[src/rtl/sync_fifo_prog_if.sv]
// rtl/sync_fifo_prog_if.sv - Handshake/status bundle for sync_fifo_prog
//
// Purpose: groups the write, read, control and status signals of the
// programmable FIFO so producer/consumer and FIFO connect through one port.
// Signals (master = user side drives, slave = FIFO side drives):
//   wr_en, data_in            write request and data            (master)
//   rd_en                     read / pop request                (master)
//   flush                     synchronous clear of contents     (master)
//   af_thresh, ae_thresh      almost-full / almost-empty levels (master)
//   data_out, rd_valid        read data and its valid flag      (slave)
//   wr_ack, overflow          previous-cycle write accepted / rejected (slave)
//   underflow                 previous-cycle read rejected      (slave)
//   full, empty               occupancy limits                  (slave)
//   almostfull, almostempty   threshold flags                   (slave)
//   count                     current occupancy 0..DEPTH        (slave)
interface sync_fifo_prog_if #(
  parameter int DATA_WIDTH = 16,
  parameter int DEPTH      = 8
);
  localparam int CW = $clog2(DEPTH + 1);

  logic                  wr_en;
  logic [DATA_WIDTH-1:0] data_in;
  logic                  rd_en;
  logic                  flush;
  logic [CW-1:0]         af_thresh;
  logic [CW-1:0]         ae_thresh;
  logic [DATA_WIDTH-1:0] data_out;
  logic                  rd_valid;
  logic                  wr_ack;
  logic                  overflow;
  logic                  underflow;
  logic                  full;
  logic                  empty;
  logic                  almostfull;
  logic                  almostempty;
  logic [CW-1:0]         count;

  modport master (
    output wr_en, data_in, rd_en, flush, af_thresh, ae_thresh,
    input  data_out, rd_valid, wr_ack, overflow, underflow,
           full, empty, almostfull, almostempty, count
  );

  modport slave (
    input  wr_en, data_in, rd_en, flush, af_thresh, ae_thresh,
    output data_out, rd_valid, wr_ack, overflow, underflow,
           full, empty, almostfull, almostempty, count
  );
endinterface

[src/rtl/sync_fifo_prog.sv]
// rtl/sync_fifo_prog.sv - Synchronous FIFO with arbitrary depth, FWFT option and programmable thresholds
//
// Purpose: DEPTH x DATA_WIDTH buffer. Pointers wrap explicitly at DEPTH-1 so
// any DEPTH >= 2 works. FWFT = 0 gives a registered read (data one cycle after
// rd_en); FWFT = 1 presents the head word combinationally and rd_en pops it.
// Ports:
//   clk    rising-edge clock
//   rst_n  synchronous active-low reset (overrides flush)
//   bus    sync_fifo_prog_if.slave: write/read/flush/thresholds in,
//          data_out, rd_valid, strobes, flags and count out
module sync_fifo_prog #(
  parameter int DATA_WIDTH = 16,
  parameter int DEPTH      = 8,
  parameter int FWFT       = 0
) (
  input  logic           clk,
  input  logic           rst_n,
  sync_fifo_prog_if.slave bus
);
  localparam int CW = $clog2(DEPTH + 1);
  localparam int PW = $clog2(DEPTH);

  logic [DATA_WIDTH-1:0] mem_q [DEPTH];
  logic [PW-1:0]         wr_ptr_q, wr_ptr_d;
  logic [PW-1:0]         rd_ptr_q, rd_ptr_d;
  logic [CW-1:0]         count_q, count_d;
  logic                  wr_ack_q, overflow_q, underflow_q;
  logic                  full, empty;
  logic                  wr_accept, rd_accept;

  function automatic logic [PW-1:0] ptr_inc(input logic [PW-1:0] p);
    return (p == PW'(DEPTH - 1)) ? '0 : p + 1'b1;
  endfunction

  assign full  = (count_q == CW'(DEPTH));
  assign empty = (count_q == '0);

  // A write into a full FIFO still goes through when a read frees a slot
  // in the same cycle.
  assign wr_accept = bus.wr_en && (!full || bus.rd_en);
  assign rd_accept = bus.rd_en && !empty;

  always_comb begin
    wr_ptr_d = wr_ptr_q;
    rd_ptr_d = rd_ptr_q;
    count_d  = count_q;
    if (wr_accept) wr_ptr_d = ptr_inc(wr_ptr_q);
    if (rd_accept) rd_ptr_d = ptr_inc(rd_ptr_q);
    case ({wr_accept, rd_accept})
      2'b10:   count_d = count_q + 1'b1;
      2'b01:   count_d = count_q - 1'b1;
      default: count_d = count_q;
    endcase
  end

  always_ff @(posedge clk) begin
    if (!rst_n || bus.flush) begin
      wr_ptr_q    <= '0;
      rd_ptr_q    <= '0;
      count_q     <= '0;
      wr_ack_q    <= 1'b0;
      overflow_q  <= 1'b0;
      underflow_q <= 1'b0;
    end else begin
      wr_ptr_q    <= wr_ptr_d;
      rd_ptr_q    <= rd_ptr_d;
      count_q     <= count_d;
      wr_ack_q    <= wr_accept;
      overflow_q  <= bus.wr_en && !wr_accept;
      underflow_q <= bus.rd_en && empty;
    end
  end

  // Storage is never cleared; a flush or reset only rewinds the pointers.
  always_ff @(posedge clk) begin
    if (rst_n && !bus.flush && wr_accept) mem_q[wr_ptr_q] <= bus.data_in;
  end

  generate
    if (FWFT != 0) begin : g_fwft
      // Head word is shown directly; zero is presented while empty so the
      // output reads as 0 after reset regardless of stale storage.
      assign bus.data_out = empty ? '0 : mem_q[rd_ptr_q];
      assign bus.rd_valid = !empty;
    end else begin : g_std
      logic [DATA_WIDTH-1:0] data_out_q;
      logic                  rd_valid_q;

      always_ff @(posedge clk) begin
        if (!rst_n) begin
          data_out_q <= '0;
          rd_valid_q <= 1'b0;
        end else if (bus.flush) begin
          rd_valid_q <= 1'b0;
        end else begin
          rd_valid_q <= rd_accept;
          if (rd_accept) data_out_q <= mem_q[rd_ptr_q];
        end
      end

      assign bus.data_out = data_out_q;
      assign bus.rd_valid = rd_valid_q;
    end
  endgenerate

  assign bus.wr_ack      = wr_ack_q;
  assign bus.overflow    = overflow_q;
  assign bus.underflow   = underflow_q;
  assign bus.full        = full;
  assign bus.empty       = empty;
  assign bus.almostfull  = (count_q >= bus.af_thresh);
  assign bus.almostempty = (count_q <= bus.ae_thresh);
  assign bus.count       = count_q;
endmodule

[src/flat_wrapper.sv]
// flat-port wrapper written by rule: the top's interface ports become plain ports
module sync_fifo_prog_flat 
#(
  parameter int DATA_WIDTH = 16,
  parameter int DEPTH      = 8,
  parameter int FWFT       = 0
)
  (clk, rst_n, bus_wr_en, bus_data_in, bus_rd_en, bus_flush, bus_af_thresh, bus_ae_thresh, bus_data_out, bus_rd_valid, bus_wr_ack, bus_overflow, bus_underflow, bus_full, bus_empty, bus_almostfull, bus_almostempty, bus_count);
  sync_fifo_prog_if #(.DATA_WIDTH(DATA_WIDTH), .DEPTH(DEPTH)) bus_i ();
  input  logic clk;
  input  logic rst_n;
  input wire logic [$bits(bus_i.wr_en)-1:0] bus_wr_en;
  input wire logic [$bits(bus_i.data_in)-1:0] bus_data_in;
  input wire logic [$bits(bus_i.rd_en)-1:0] bus_rd_en;
  input wire logic [$bits(bus_i.flush)-1:0] bus_flush;
  input wire logic [$bits(bus_i.af_thresh)-1:0] bus_af_thresh;
  input wire logic [$bits(bus_i.ae_thresh)-1:0] bus_ae_thresh;
  output wire logic [$bits(bus_i.data_out)-1:0] bus_data_out;
  output wire logic [$bits(bus_i.rd_valid)-1:0] bus_rd_valid;
  output wire logic [$bits(bus_i.wr_ack)-1:0] bus_wr_ack;
  output wire logic [$bits(bus_i.overflow)-1:0] bus_overflow;
  output wire logic [$bits(bus_i.underflow)-1:0] bus_underflow;
  output wire logic [$bits(bus_i.full)-1:0] bus_full;
  output wire logic [$bits(bus_i.empty)-1:0] bus_empty;
  output wire logic [$bits(bus_i.almostfull)-1:0] bus_almostfull;
  output wire logic [$bits(bus_i.almostempty)-1:0] bus_almostempty;
  output wire logic [$bits(bus_i.count)-1:0] bus_count;
  assign bus_i.wr_en = bus_wr_en;
  assign bus_i.data_in = bus_data_in;
  assign bus_i.rd_en = bus_rd_en;
  assign bus_i.flush = bus_flush;
  assign bus_i.af_thresh = bus_af_thresh;
  assign bus_i.ae_thresh = bus_ae_thresh;
  assign bus_data_out = bus_i.data_out;
  assign bus_rd_valid = bus_i.rd_valid;
  assign bus_wr_ack = bus_i.wr_ack;
  assign bus_overflow = bus_i.overflow;
  assign bus_underflow = bus_i.underflow;
  assign bus_full = bus_i.full;
  assign bus_empty = bus_i.empty;
  assign bus_almostfull = bus_i.almostfull;
  assign bus_almostempty = bus_i.almostempty;
  assign bus_count = bus_i.count;
  sync_fifo_prog #(.DATA_WIDTH(DATA_WIDTH), .DEPTH(DEPTH), .FWFT(FWFT)) u_core (.clk(clk), .rst_n(rst_n), .bus(bus_i));
endmodule
[config.mk]
export PLATFORM = sky130hd
export DESIGN_NAME = sync_fifo_prog_flat
export DESIGN_NICKNAME = d
export VERILOG_FILES = /design/src/rtl/sync_fifo_prog_if.sv /design/src/rtl/sync_fifo_prog.sv /design/src/flat_wrapper.sv
export SDC_FILE = /design/constraint.sdc
export NUM_CORES = 1
export LEC_CHECK = 0
export ABC_AREA = 1
export CAP_MARGIN = 20
export CORE_MARGIN = 2
export CORE_UTILIZATION = 45
export DETAILED_ROUTE_END_ITERATION = 6
export SLEW_MARGIN = 20
export SYNTH_ARGS = -nofsm -noshare
export SYNTH_HDL_FRONTEND = slang
export SYNTH_SLANG_ARGS = --single-unit
[constraint.sdc]
create_clock -name clk -period 2.2 [get_ports clk]
set_input_delay 0.33 -clock clk [delete_from_list [all_inputs] [get_ports clk]]
set_output_delay 0.33 -clock clk [all_outputs]
set_load 0.005 [all_outputs]
==> results.ini, run 1 <==
[floorplan]
die_y_microns=127
core_area_sq_um=15000
start_util_pct=45.6
die_x_microns=127
rows=45
pin_count=57
die-area_sq_um=16200

[clock_tree]
cts_hold_buf=0
cts_tree=yes
root_buffer=clkbuf_16
post_cts_resized=8
numCtsBuffers=17
clk_latency_ns=0.42
clk_pin_slew_ns=0.06
cts_max_level=4
clkSinkCount=158
cts.path.max_buffers=2
cts_setup_buffers=0

[place]
dpl_cell_area_sq_um=7810
gp_congestion=0.773
dp_hpwl_microns=8740
dpl_worst_slack_ns=-0.108
io_buffers=56

[sta]
setup-tns-final_ns=0
drv_slew=0
hold_viol=0
setup_viol=0
setup_slack_ns=0.148
rsz0062_at_grt=no
worst_pin_slew_ns=0.481
slew_headroom_pct=67.9
fin_skew_ns=0.00756
fmax_mhz=487
layout_min_cycle_time_ns=2.05
fin_crit_sh_pct=93.3

[power]
leakagePower_nw=3.55
p_per_area_nw_per_um2=806
vdd_drop_max_v=0.000576

[synthesis]
synth_top_area_share_pct=56.1
ys_warn_count=0
ys_ff_latch=158
seq_area_frac_synth_pct=64.8
synthTopCellsByArea=edfxtp_1, nand2_1, dfxtp_1
postSynthNetCount=736
yosysTopAreaCell=edfxtp_1
avgSynthCellArea_sq_um=9.91
synthDistinctLibCells=27
synthCells=692
syn_area_sq_um=6860

[route]
wl_microns=15000
num_vias=4766
vias_per_cell=4.94
ant_nets=0
drt_iter0_drc=417
drc=0
post_drt_wl_per_cell_microns=15.6
firstDrtPassIters=6

[critical_path]
start_kind=flop
cp_max_fo=6
path_class=flop to output pin
cp-end-kind=output pin
worstPathRequired_ns=1.87
crit_arrival_ns=1.72

[cells_and_area]
fin_util_pct=55.9
final_cell_area_sq_um=8400
antenna_cells=0
finalNetCount=808
drive_above_1_share_pct=8.49
areaGrowthSynthToFinish_pct=22.6

[grt]
antenna_found_initial=0
grt_max_degree=37
grt_first_pass_wirelength_microns=23800
grt.overflow.total=0
track_usage_pct=19.6
grt_pass1_vias=4661

[min_path]
hold_path_class=flop to flop

[job]
max_cap_violations=0

[status]
status=completed

-- sequential cells by signal, summed over array words and instances (netlist names) --
register              flops
u_core.bus.count          4
u_core.bus.data_out      16
u_core.bus.overflow       1
u_core.bus.rd_valid       1
u_core.bus.underflow      1
u_core.bus.wr_ack         1
u_core.mem_q            128
u_core.rd_ptr_q           3
u_core.wr_ptr_q           3
-- logic make-up (layout without fill, tap and decap cells) --
kind of cell,Yosys count,after routing,share of synthesized area (%)
XOR/XNOR,2,2,0.256
adder cells (fa/ha/maj),15,15,2.74
flip-flops,158,158,64.8
AO/OA/AOI/OAI,40,40,3.03
buffers and inverters,154,239,9.02
AND/OR/NAND/NOR,323,323,20.1
-- cell usage after synthesis --
master    number
nand2_1      195
edfxtp_1     128
inv_1        123
nand3_1      101
dfxtp_1       30
a21oi_1       28
nor2_1        19
buf_2         18
ha_1          15
o21ai_0        8
clkbuf_1       5
a211oi_1       2
buf_1          2
buf_6          2
inv_2          2
nand4_1        2
xnor2_1        2
clkinv_1       1
inv_4          1
nand2_4        1
nand3_2        1
nor2_2         1
nor2_8         1
nor3_1         1
nor4_1         1
o211ai_1       1
o21ai_1        1
-- metrics by stage --
| stage | total power, mW | cells | hold WS (ns) |
|---|---|---|---|
| 6_report | 6.77 | 965 | 0.463 |
| 5_1_grt | 7.02 | 965 | 0.481 |
| 4_1_cts | 6.83 | 965 | 0.468 |
| 3_5_place_dp | 3.93 | 933 | 0.458 |
| 3_3_place_gp | 3.91 | 933 | 0.454 |
| 2_1_floorplan | 3.66 | 692 | 0.429 |
-- layout make-up --
class	count	area, sq um
fillers	1283	6630
flip-flops and latches	158	4460
multi-input cells	380	1790
repair buffers	80	851
inverters	127	479
clock buffers	18	439
well taps	188	235
clock inverters	14	149
-- worst max-delay path: stages, from the launching register on --
cell and delay [ns]:
dfxtp_4 0.38, inv_1 0.10, ha_1 0.20, inv_1 0.05, a21oi_1 0.05, o21ai_0 0.13, o21ai_0 0.11, dlygate4sd2_1 0.27
-- worst paths after layout --
path	cells past startpoint	startpoint	slack, ns	to
worst max-delay path	7	u_core.bus.count[0]	0.15	bus_almostempty
worst min-delay path	2	u_core.bus.data_out[12]	0.46	u_core.bus.data_out[12]
worst max register to register	12	u_core.bus.count[2]	0.34	u_core.bus.count[2]
worst min register to register	2	u_core.bus.data_out[12]	0.46	u_core.bus.data_out[12]
-- power breakdown --
part | internal [mW] | leakage, nW | switching [mW]
registers | 3.27 | 1.40 | 0.0328
clock network | 1.79 | 0.294 | 1.12
logic | 0.236 | 1.85 | 0.322
total | 5.30 | 3.55 | 1.47
-- layer usage --
| metal | GRT usage, % | wire length [microns] |
|---|---|---|
| met5 | 0 | 0 |
| met4 | 8.14 | 254 |
| met3 | 4.98 | 612 |
| met2 | 31.0 | 7170 |
| met1 | 25.7 | 6990 |
-- cells in the final DEF (no fill, tap or decap), types with 2 or more instances in the layout --
master,count
nand2_1,195
edfxtp_1,128
inv_1,122
nand3_1,101
clkdlybuf4s50_1,54
a21oi_1,28
dfxtp_1,25
nor2_1,19
clkbuf_16,17
ha_1,15
buf_4,15
buf_12,9
o21ai_0,8
clkinv_2,7
clkinv_1,4
bufinv_16,3
dfxtp_2,3
nand4_1,2
inv_2,2
xnor2_1,2
a211oi_1,2
dlygate4sd2_1,2
dfxtp_4,2
(Power assumes the default switching activity.)
==> run 2: changes to the inputs <==
--- a/config.mk
+++ b/config.mk
@@ -6,10 +6,11 @@
 export NUM_CORES = 1
 export LEC_CHECK = 0
 export ABC_AREA = 1
-export CAP_MARGIN = 20
+export CAP_MARGIN = 5
 export CORE_MARGIN = 2
 export CORE_UTILIZATION = 45
 export DETAILED_ROUTE_END_ITERATION = 6
+export GPL_TIMING_DRIVEN = 0
 export SLEW_MARGIN = 20
 export SYNTH_ARGS = -nofsm -noshare
 export SYNTH_HDL_FRONTEND = slang
==> run 2 against run 1 <==
Clock skew rose by 0.0031 ns. Critical path depth did not move. Routed wire length rose by 16%. Clock power rose by 8.9%. Fmax fell by 3.7%. Die area did not move. First-iteration DRC count rose by 14%. Critical endpoint is now u_core.mem_q[1][11].
==> results.ini, run 2 (synthesized netlist as in run 1, its figures left out) <==
[place]
io_buffers=56  ; unchanged
dpl_worst_slack_ns=-0.749  ; was -0.108 ns
gp_congestion=0.800  ; was 0.773
dp_hpwl_microns=11400  ; was 8740 microns

[cells_and_area]
fillers=1267  ; was 1283
regMostFlops=u_core.mem_q  ; unchanged
areaGrowthSynthToFinish_pct=24.6  ; was 22.6%
finalNetCount=823  ; was 808
final_common_cell=nand2_1  ; unchanged
largest_register_ffs=128  ; unchanged
drive_above_1_share_pct=10.7  ; was 8.49%
antenna_cells=0  ; unchanged
layout_common_cells=nand2_1, edfxtp_1, inv_1  ; unchanged

[clock_tree]
cts_max_level=4  ; unchanged
clkSinkCount=158  ; unchanged
clk_pin_slew_ns=0.06  ; about the same
clk_latency_ns=0.43  ; was 0.42 ns
numCtsBuffers=17  ; unchanged
cts_tree=yes  ; unchanged
root_buffer=clkbuf_16  ; unchanged
cts.path.max_buffers=2  ; unchanged

[critical_path]
cp_slowest_cell=clkdlybuf4s50_1  ; was dfxtp_4
path_class=input pin to flop  ; was flop to output pin
crit_arrival_ns=2.26  ; was 1.72 ns
max_stage_delay_ns=0.58  ; was 0.38 ns
start_kind=input pin  ; was flop
cp_cell_sequence=clkdlybuf4s50_1, nor2_4, nand3_1, inv_1, nand2_1, nor2_4, buf_6  ; was inv_1, ha_1, inv_1, a21oi_1, o21ai_0, o21ai_0, dlygate4sd2_1
critPathMostFrequentCell=nor2_4
cp-end-kind=flop  ; was output pin
worstPathRequired_ns=2.33  ; was 1.87 ns
cp_max_fo=9  ; was 6

[sta]
rsz0062_at_grt=no  ; unchanged
fin_skew_ns=0.0107  ; was 0.00756 ns
fin_crit_sh_pct=96.8  ; was 93.3%
slew_headroom_pct=48.6  ; was 67.9%
fmax_mhz=469  ; was 487 MHz
setup_viol=0  ; unchanged
setup-tns-final_ns=0  ; unchanged
hold_viol=0  ; unchanged
layout_min_cycle_time_ns=2.13  ; was 2.05 ns
drv_slew=0  ; unchanged
whs_ns=0.462  ; was 0.463 ns
worst_pin_slew_ns=0.771  ; was 0.481 ns
setup_slack_ns=0.0700  ; was 0.148 ns

[grt]
grt_pass1_vias=5002  ; was 4661
grt.overflow.total=0  ; unchanged
track_usage_pct=22.6  ; was 19.6%
grt_max_degree=17  ; was 37
antenna_found_initial=0  ; unchanged
grt_first_pass_wirelength_microns=27000  ; was 23800 microns

[floorplan]
start_util_pct=45.6  ; unchanged
core_area_sq_um=15000  ; unchanged
die_y_microns=127  ; unchanged
die-area_sq_um=16200  ; unchanged
pin_count=57  ; unchanged
rows=45  ; unchanged
die_x_microns=127  ; unchanged

[power]
leakagePower_nw=3.59  ; was 3.55 nW
vdd_drop_max_v=0.000541  ; was 0.000576 V
p_per_area_nw_per_um2=828  ; was 806 nW/um^2

[route]
post_drt_wl_per_cell_microns=17.7  ; was 15.6 microns
num_vias=5069  ; was 4766
firstDrtPassIters=5  ; was 6
drc=0  ; unchanged
drt_iter0_drc=476  ; was 417
vias_per_cell=5.17  ; was 4.94
wl_microns=17400  ; was 15000 microns
ant_nets=0  ; unchanged

[job]
max_cap_violations=0  ; unchanged

[status]
status=completed  ; unchanged

[min_path]
hold_path_class=flop to flop  ; unchanged

## run 2: critical path: cells and delay by family
family / cells / cell delay [ns]
AND/OR/NAND/NOR: 4 / 1.03
buffers and inverters: 3 / 0.90
## run 2: through the flow
stage | area [sq um] | total power [mW] | utilization (%) | cells
2_1_floorplan | 6860 | 3.66 | - | 692
5_1_grt | 8540 | 7.33 | 56.8 | 980
3_5_place_dp | 7780 | 3.95 | 51.8 | 944
3_3_place_gp | 7650 | 3.93 | 50.9 | 936
6_report | 8540 | 7.07 | 56.8 | 980
4_1_cts | 8510 | 7.09 | 56.6 | 977
## run 2: path summary, 6_finish.rpt
path / slack (ns) / from / to / cells past startpoint
setup / recovery: 0.07 / bus_flush / u_core.mem_q[1][11] / 7
hold / removal: 0.46 / u_core.bus.data_out[2] / u_core.bus.data_out[2] / 2
hold reg to reg: 0.46 / u_core.bus.data_out[2] / u_core.bus.data_out[2] / 2
setup reg to reg: 0.11 / u_core.bus.count[2] / u_core.bus.count[2] / 12
## run 2: power by group
group          switching [mW]  leakage (nW)  internal, mW
registers              0.0287          1.40          3.27
clock network            1.13         0.306          2.03
logic                   0.364          1.88         0.237
total                    1.53          3.59          5.54
## run 2: layout make-up
class	instances	area (sq um)	area share, %
Clock buffer	20	447	5.23
Multi-Input combinational cell	380	1880	22.0
Buffer	27	139	1.63
Timing Repair Buffer	68	717	8.40
Sequential cell	158	4450	52.2
Tap cell	188	235	2.75
Inverter	127	479	5.61
Clock inverter	12	193	2.26
## run 2: repair_timing
item,CTS,global route
hold buffers,0,0
setup buffers,1,3
gates resized for setup,18,3
pin swaps,1,1
gates cloned,0,0
endpoints found under the setup margin,101,5
## run 2: routing by layer
metal	GRT usage, %	part of all wire (%)	vias to the layer above
met5	0	0	-
met4	10.6	2.8	0
met3	4.27	7.0	44
met2	36.4	48	197
met1	29.9	42	2408
li1	-	-	2420
==> run 3: changes to the inputs <==
==> constraint.sdc (replaced) <==
create_clock -name clk -period 2.2 [get_ports clk]
set_input_delay 0.55 -clock clk [delete_from_list [all_inputs] [get_ports clk]]
set_output_delay 0.55 -clock clk [all_outputs]
set_load 0.005 [all_outputs]
==> run 3 against run 2 <==
Sequential power is essentially flat. Fmax shrank 2.2%. Sequential share of layout area shrank 1.1 points. Via count grew 0.89%. Clock power is essentially flat. First-iteration DRC count grew 16%. Register-to-register slack gained 0.06 ns. Combinational power grew 4.5%. Clock skew shrank 0.0033 ns. Worst hold slack is essentially flat.
==> results.ini, run 3 (synthesized netlist as in run 1, its figures left out) <==
[cells_and_area]
largest_register_ffs=128  ; unchanged
antenna_cells=0  ; unchanged
areaGrowthSynthToFinish_pct=27.4  ; was 24.6%
regMostFlops=u_core.mem_q  ; unchanged
layout_common_cells=nand2_1, edfxtp_1, inv_1  ; unchanged
drive_above_1_share_pct=14.3  ; was 10.7%
final_common_cell=nand2_1  ; unchanged
fillers=1258  ; was 1267
fin_util_pct=58.1  ; was 56.8%
finalNetCount=834  ; was 823

[critical_path]
worstPathRequired_ns=2.33  ; about the same
cp_max_fo=8  ; was 9
timing.rr.end=u_core.bus.count[2]  ; unchanged
ff2ff_path_depth=13  ; was 12
crit_arrival_ns=2.30  ; was 2.26 ns
critPathLaunch=bus_flush  ; unchanged
cp-end-kind=flop  ; unchanged
path_class=input pin to flop  ; unchanged
timing.critical_path.to=u_core.mem_q[6][12]  ; was u_core.mem_q[1][11]
reg2reg_slack_ns=0.17  ; was 0.11 ns
start_kind=input pin  ; unchanged
reg2reg_from=u_core.bus.count[2]  ; unchanged

[clock_tree]
clk_latency_ns=0.42  ; was 0.43 ns
cts_max_level=4  ; unchanged
numCtsBuffers=17  ; unchanged
clkSinkCount=158  ; unchanged
cts_hold_buf=0  ; unchanged
cts.path.max_buffers=2  ; unchanged
root_buffer=clkbuf_16  ; unchanged
clk_pin_slew_ns=0.06  ; about the same
cts_tree=yes  ; unchanged

[power]
swShare_pct=21.7  ; was 21.6%
leakagePower_nw=3.68  ; was 3.59 nW
p_per_area_nw_per_um2=812  ; was 828 nW/um^2
pwr-share-seq_pct=46.6  ; was 46.7%
combPwrFrac_pct=8.8  ; was 8.5%
switchingPower_mw=1.54  ; was 1.53 mW
vdd_drop_max_v=0.000531  ; was 0.000541 V
pwr-share-clk_pct=44.6  ; was 44.8%
internal_power_mw=5.56  ; was 5.54 mW

[sta]
rsz0062_at_grt=yes  ; was no
slew_headroom_pct=48.9  ; was 48.6%
drv_slew=0  ; unchanged
fin_crit_sh_pct=99.0  ; was 96.8%
setup-tns-final_ns=0  ; unchanged
setup_viol=0  ; unchanged
hold_viol=0  ; unchanged
setup_slack_ns=0.0219  ; was 0.0700 ns
worst_pin_slew_ns=0.767  ; was 0.771 ns
whs_ns=0.462  ; about the same
fin_skew_ns=0.00737  ; was 0.0107 ns
layout_min_cycle_time_ns=2.18  ; was 2.13 ns
fmax_mhz=459  ; was 469 MHz

[route]
firstDrtPassIters=7  ; was 5
vias_per_cell=5.16  ; was 5.17
ant_nets=0  ; unchanged
post_drt_wl_per_cell_microns=17.9  ; was 17.7 microns
drt_iter0_drc=550  ; was 476
num_vias=5114  ; was 5069
drc=0  ; unchanged
wl_microns=17700  ; was 17400 microns

[grt]
grt_pass1_vias=5086  ; was 5002
grt_max_degree=17  ; unchanged
grt.overflow.total=0  ; unchanged
antenna_found_initial=0  ; unchanged
track_usage_pct=22.9  ; was 22.6%
grt_first_pass_wirelength_microns=27400  ; was 27000 microns

[floorplan]
die_y_microns=127  ; unchanged
start_util_pct=45.6  ; unchanged
rows=45  ; unchanged
die_x_microns=127  ; unchanged
pin_count=57  ; unchanged
core_area_sq_um=15000  ; unchanged
die-area_sq_um=16200  ; unchanged

[place]
dpl_worst_slack_ns=-0.969  ; was -0.749 ns
gp_congestion=0.800  ; unchanged
io_buffers=56  ; unchanged
dp_hpwl_microns=11400  ; unchanged

[status]
status=completed  ; unchanged

[min_path]
whs_path_depth=2  ; unchanged
hold_path_class=flop to flop  ; unchanged

[job]
max_cap_violations=0  ; unchanged

run 3: cell types whose count changed in the layout (fill, tap and decap cells not counted), sizes merged:
cell,change
buf,+13
dlymetal6s2s,+4
clkdlybuf4s50,-7
dlygate4sd2,+1
run 3: what timing repair did:
action	CTS	global route
resized for setup	34	20
gates cloned	0	0
pin swaps	11	8
buffers inserted	13	2
setup endpoints to repair	133	71
run 3: critical path, cell delays in order:
cell and delay, ns:
clkdlybuf4s50_1 0.58, nor2_4 0.28, nand3_1 0.10, inv_1 0.10, nand2_1 0.25, nor2_4 0.26, buf_8 0.18
run 3: per-stage QoR:
step                      std cells  power (mW)  cell area (sq um)
after floorplan                 692        3.66               6860
after global routing            991        7.37               8730
after CTS                       989        7.10               8640
after global placement          936        3.93               7650
final                           991        7.09               8730
after detailed placement        944        3.95               7780
run 3: how the worst min path moves through the flow:
stage / start / endpoint / slack [ns]
after floorplan: u_core.bus.data_out[10] / u_core.bus.data_out[10] / 0.46
after global placement: u_core.bus.data_out[11] / u_core.bus.data_out[11] / 0.45
after detailed placement: u_core.bus.data_out[4] / u_core.bus.data_out[4] / 0.45
after CTS: u_core.bus.data_out[4] / u_core.bus.data_out[4] / 0.46
after global routing: u_core.bus.data_out[13] / u_core.bus.data_out[13] / 0.49
final: u_core.bus.data_out[2] / u_core.bus.data_out[2] / 0.46
run 3: final cells by class:
type	count	area [sq um]	area share, %
Tap cell	188	235	2.69
Inverter	127	479	5.49
Timing Repair Buffer	79	823	9.43
Buffer	27	139	1.59
Clock inverter	12	193	2.21
Clock buffer	20	447	5.11
Multi-Input combinational cell	380	1960	22.4
Sequential cell	158	4460	51.0
run 3: per-layer routing:
layer	global-route usage, %	up-vias	part of all wire (%)
met1	30.1	2427	42
met5	0	-	0
met3	4.52	36	7.4
met2	36.4	214	48
met4	11.8	0	2.7
li1	-	2437	-
run 3: power groups by stage:
stage               registers, mW  clock network, mW  logic (mW)
detailed placement           3.36                  0       0.586
CTS                          3.30               3.20       0.604
global placement             3.36                  0       0.564
floorplan                    3.36                  0       0.303
finish                       3.30               3.16       0.628
global route                 3.31               3.37       0.695
==> patch 1, RTL diff (flow settings as in run 1) <==
`FWFT` is set to 0 in 2 places; all go to 1. Comments in the files are not updated.
--- a/src/rtl/sync_fifo_prog.sv
+++ b/src/rtl/sync_fifo_prog.sv
@@ -12,5 +12,5 @@
   parameter int DATA_WIDTH = 16,
   parameter int DEPTH      = 8,
-  parameter int FWFT       = 0
+  parameter int FWFT       = 1
 ) (
   input  logic           clk,
--- a/src/flat_wrapper.sv
+++ b/src/flat_wrapper.sv
@@ -4,5 +4,5 @@
   parameter int DATA_WIDTH = 16,
   parameter int DEPTH      = 8,
-  parameter int FWFT       = 0
+  parameter int FWFT       = 1
 )
   (clk, rst_n, bus_wr_en, bus_data_in, bus_rd_en, bus_flush, bus_af_thresh, bus_ae_thresh, bus_data_out, bus_rd_valid, bus_wr_ack, bus_overflow, bus_underflow, bus_full, bus_empty, bus_almostfull, bus_almostempty, bus_count);
Function: changed (a bounded check fails within 4 cycles, from zero or initial values and one cycle with rst_n low).
==> patch 1 against run 1 <==
The flow now finishes with violations (negative setup slack); combinational power is 55% higher; count of clock-buffer cells in the layout is 3 higher; area after synthesis is 5.2% lower; via count is 2.2% lower; highest routed layer unchanged; cell area is 2.6% lower; sequential cell count is 14 lower; worst setup slack worse by 0.21 ns; core utilization is 2.6 points higher; power is 1.6% lower; global-route usage hardly changed; wire length is 3.6% lower.
==> patch 1: results (changes against run 1) <==
{| class="wikitable"
! Metric !! Value
|-
| Outcome || finished, violations left (was finished clean)
|-
| Violations in the final reports || negative setup slack
|-
| Finish-stage setup viols || 1 (was 0)
|-
| Wire length of the first global-routing pass || 22010 um (was 23780 um)
|-
| P_clk || 2.76 mW (was 2.91 mW)
|-
| Average wire per standard cell || 15.17 um (was 15.58 um)
|-
| Switching share of total power || 0.2262 (was 0.2175)
|-
| Total of fill cells in the finished design || 1222 (was 1283)
|-
| Number of global-route vias before repair || 4394 (was 4661)
|-
| Fraction of synthesized cell area in xor and xnor cells || 0.001347 (was 0.002555)
|-
| Fraction of the yosys area taken by sequential cells || 0.6405 (was 0.6483)
|-
| Post-place setup slack || -0.08807 ns (was -0.1084 ns)
|-
| Worst slew margin || 0.7829 (was 0.6791)
|-
| Largest voltage drop on the vdd net || 0.5360 mV (was 0.5756 mV)
|-
| Average instance area after synthesis || 9.732 sq um (was 9.907 sq um)
|-
| Met2 wire len || 7003 um (was 7169 um)
|-
| Global placement routability congestion || 0.8006 (was 0.7726)
|-
| Critical path fanouts, max || 13 (was 6)
|-
| Library cells used by synthesis || 25 (was 27)
|-
| Layout cell share with drive strength beyond 1 || 0.1187 (was 0.08494)
|-
| Wire length the detailed router placed on met1 || 6457 um (was 6994 um)
|-
| Met3 wirelength from detailed routing || 707 um (was 612 um)
|-
| Estimated wirelength of the detail-placed design || 8743 um (about the same)
|-
| Maximum number of pins on one net before global-route repair || 45 (was 37)
|-
| Cell Count Post-Placement || 918 (was 933)
|-
| Pre-Repair DR Iteration Count || 5 (was 6)
|-
| Share of the synthesized area in compound gates (AO/OA/AOI/OAI) || 0.01424 (was 0.03030)
|-
| Fraction of power consumed by sequential logic || 0.455 (was 0.488)
|-
| Syn_nets || 713 (was 736)
|-
| Startpoint of the most critical register-to-register path || u_core.bus.count[0]$_SDFFE_PP0P_ (was u_core.bus.count[2]$_SDFFE_PP0P_)
|-
| Final worst clock skew || 0.006514 ns (was 0.007563 ns)
|-
| Number of DRC markers after the initial detailed-route iteration || 335 (was 417)
|-
| Vias post-DR || 4661 (was 4766)
|-
| Number of non-filler instances in the completed layout || 955 (was 965)
|-
| Post-route setup slack || -0.06659 ns (was 0.1478 ns)
|-
| Total routing usage reported by global routing || 0.1957 (was 0.1956)
|}
patch 1: worst paths after layout:
path	to	slack, ns	cells past startpoint
setup / recovery	bus_data_out[12]	-0.07	8
hold / removal	flop	0.51	2
setup reg to reg	u_core.bus.count[3]$_SDFFE_PP0P_	0.20	11
hold reg to reg	flop	0.51	2
patch 1: final cells by class:
| cell class | instances | area, sq um | share of cell area |
|---|---|---|---|
| multi-input cells | 404 | 1834 | 0.2241 |
| well taps | 180 | 225.2 | 0.02751 |
| inverters | 94 | 360.3 | 0.04402 |
| repair buffers | 102 | 1037 | 0.1267 |
| clock buffers | 21 | 440.4 | 0.05381 |
| flip-flops and latches | 144 | 4169 | 0.5093 |
| clock inverters | 10 | 118.9 | 0.01452 |
patch 1: layer usage:
metal,up-vias,global-route usage
met5,-,0
met4,0,0.07725
met3,32,0.04487
met2,121,0.3210
met1,2180,0.2522
li1,2328,-
patch 1: metrics by stage:
step | power, mW | utilization | TNS, ns | area (sq um)
2_1_floorplan | 3.519 | - | 0 | 6501
3_3_place_gp | 3.902 | 0.5319 | -0.04920 | 7441
3_5_place_dp | 3.918 | 0.5319 | -0.1553 | 7441
4_1_cts | 6.667 | 0.5730 | -0.8327 | 8015
5_1_grt | 6.921 | 0.5852 | -0.2133 | 8185
6_report | 6.663 | 0.5852 | -0.06659 | 8185
patch 1: cells by family after synthesis:
| kind of cell | Yosys count |
|---|---|
| buf+inv | 120 |
| simple gates | 369 |
| fa+ha+maj | 16 |
| flops | 144 |
| compound gates | 18 |
| xor+xnor | 1 |
patch 1: repair_timing:
item,in CTS,in global routing
pin swaps,3,7
buffers inserted,0,3
hold buffers,0,0
endpoints found under the setup margin,19,18
gates cloned,0,3
gates resized for setup,20,36
==> patch 2, RTL diff (flow settings as in run 1) <==
Without the edit above. Make the reset (`rst_n`) asynchronous in one clocked block. Comments in the files are not updated.
--- a/src/rtl/sync_fifo_prog.sv
+++ b/src/rtl/sync_fifo_prog.sv
@@ -87,5 +87,5 @@
       logic                  rd_valid_q;
 
-      always_ff @(posedge clk) begin
+      always_ff @(posedge clk or negedge rst_n) begin
         if (!rst_n) begin
           data_out_q <= '0;
Check against the original RTL: differs if rst_n is asserted again (counterexample within 4 cycles, from zero or initial values and one cycle with rst_n low); with rst_n held inactive, the same outputs for 10 cycles.
==> patch 2 against run 1 <==
Worst setup slack gained 0.0031 ns; count of clock-buffer cells in the layout shrank 1; non-clock buffer count grew 13; register-to-register slack lost 0.17 ns; cell area grew 1.4%; area after synthesis grew 1.6%; wire length grew 1.5%; critical path depth grew 1; die area grew 1.5%; power grew 8.9%; clock skew shrank 0.00070 ns; sequential cell count is the same; sequential power grew 6.3%; critical path type is now in -> out; largest power group unchanged; highest routed layer unchanged.
==> patch 2: results (changes against run 1) <==
{| class="wikitable"
! Metric !! Value
|-
| Multi-Input Combinational || 386 (was 380)
|-
| Non-Filler Cell Area, Final || 8523 sq um (was 8402 sq um)
|-
| Post-place setup slack || -0.08636 ns (was -0.1084 ns)
|-
| Layout cell share with drive strength beyond 1 || 0.09912 (was 0.08494)
|-
| Critical path fanouts, max || 2 (was 6)
|-
| Buffering overhead || 0.1039 (was 0.1013)
|-
| Area of combinational cells with multiple inputs || 1807 sq um (was 1793 sq um)
|-
| Worst-Margin Slew || 0.5964 ns (was 0.4813 ns)
|-
| Cell Count Post-Placement || 953 (was 933)
|-
| Placement Cell Area || 7944 sq um (was 7806 sq um)
|-
| Worst hold-check path type || in -> async (was reg -> reg)
|-
| Worst path max stage delay || 0.46 ns (was 0.38 ns)
|-
| Share of the synthesized area in compound gates (AO/OA/AOI/OAI) || 0.01402 (was 0.03030)
|-
| Average wire per standard cell || 15.47 um (was 15.58 um)
|-
| Leakage power figure || 3.766 nW (was 3.547 nW)
|-
| Vias post-DR || 4844 (was 4766)
|-
| Wire length the detailed router placed on met1 || 6640 um (was 6994 um)
|-
| Initial antenna violation count || 1 (was 0)
|-
| Syn_nets || 743 (was 736)
|-
| Layout Nets || 829 (was 808)
|-
| Fraction of power consumed by sequential logic || 0.477 (was 0.488)
|-
| Number of DRC markers after the initial detailed-route iteration || 322 (was 417)
|-
| Setup crit start || bus_af_thresh[1] (was u_core.bus.count[0]$_SDFFE_PP0P_)
|-
| Fraction of the yosys area taken by sequential cells || 0.6506 (was 0.6483)
|-
| Outcome || finished clean (unchanged)
|-
| Clk network pwr share || 0.385 (was 0.429)
|-
| Met2 wire len || 7543 um (was 7169 um)
|-
| Post-route setup slack || 0.1509 ns (was 0.1478 ns)
|-
| Adder-cell area share of the yosys netlist || 0.02983 (was 0.02738)
|-
| Fraction of met1 tracks used by global routing || 0.2446 (was 0.2572)
|-
| R2R cell count || 10 (was 12)
|-
| Average instance area after synthesis || 9.974 sq um (was 9.907 sq um)
|-
| Maximum number of pins on one net before global-route repair || 40 (was 37)
|}
patch 2: cell count changes after synthesis, moves of 2 or more:
cell and change:
a211oi_1 -2, a21oi_1 -18, buf_2 -3, buf_4 +3
clkbuf_1 -2, dfrtp_1 +17, dfxtp_1 -17, nand2_1 +17
nand2_2 +2, nand3_1 +5, nor2_1 +2
patch 2: worst min path at each step:
stage	depth (start not counted)	endpoint	slack, ns
global route	2	u_core.bus.data_out[1]$_DFFE_PN0P_	0.41
CTS	2	u_core.bus.data_out[1]$_DFFE_PN0P_	0.39
detailed placement	2	u_core.bus.data_out[5]$_DFFE_PN0P_	0.47
finish	2	u_core.bus.data_out[1]$_DFFE_PN0P_	0.42
floorplan	0	u_core.bus.data_out[0]$_DFFE_PN0P_	0.03
global placement	2	u_core.bus.data_out[6]$_DFFE_PN0P_	0.46
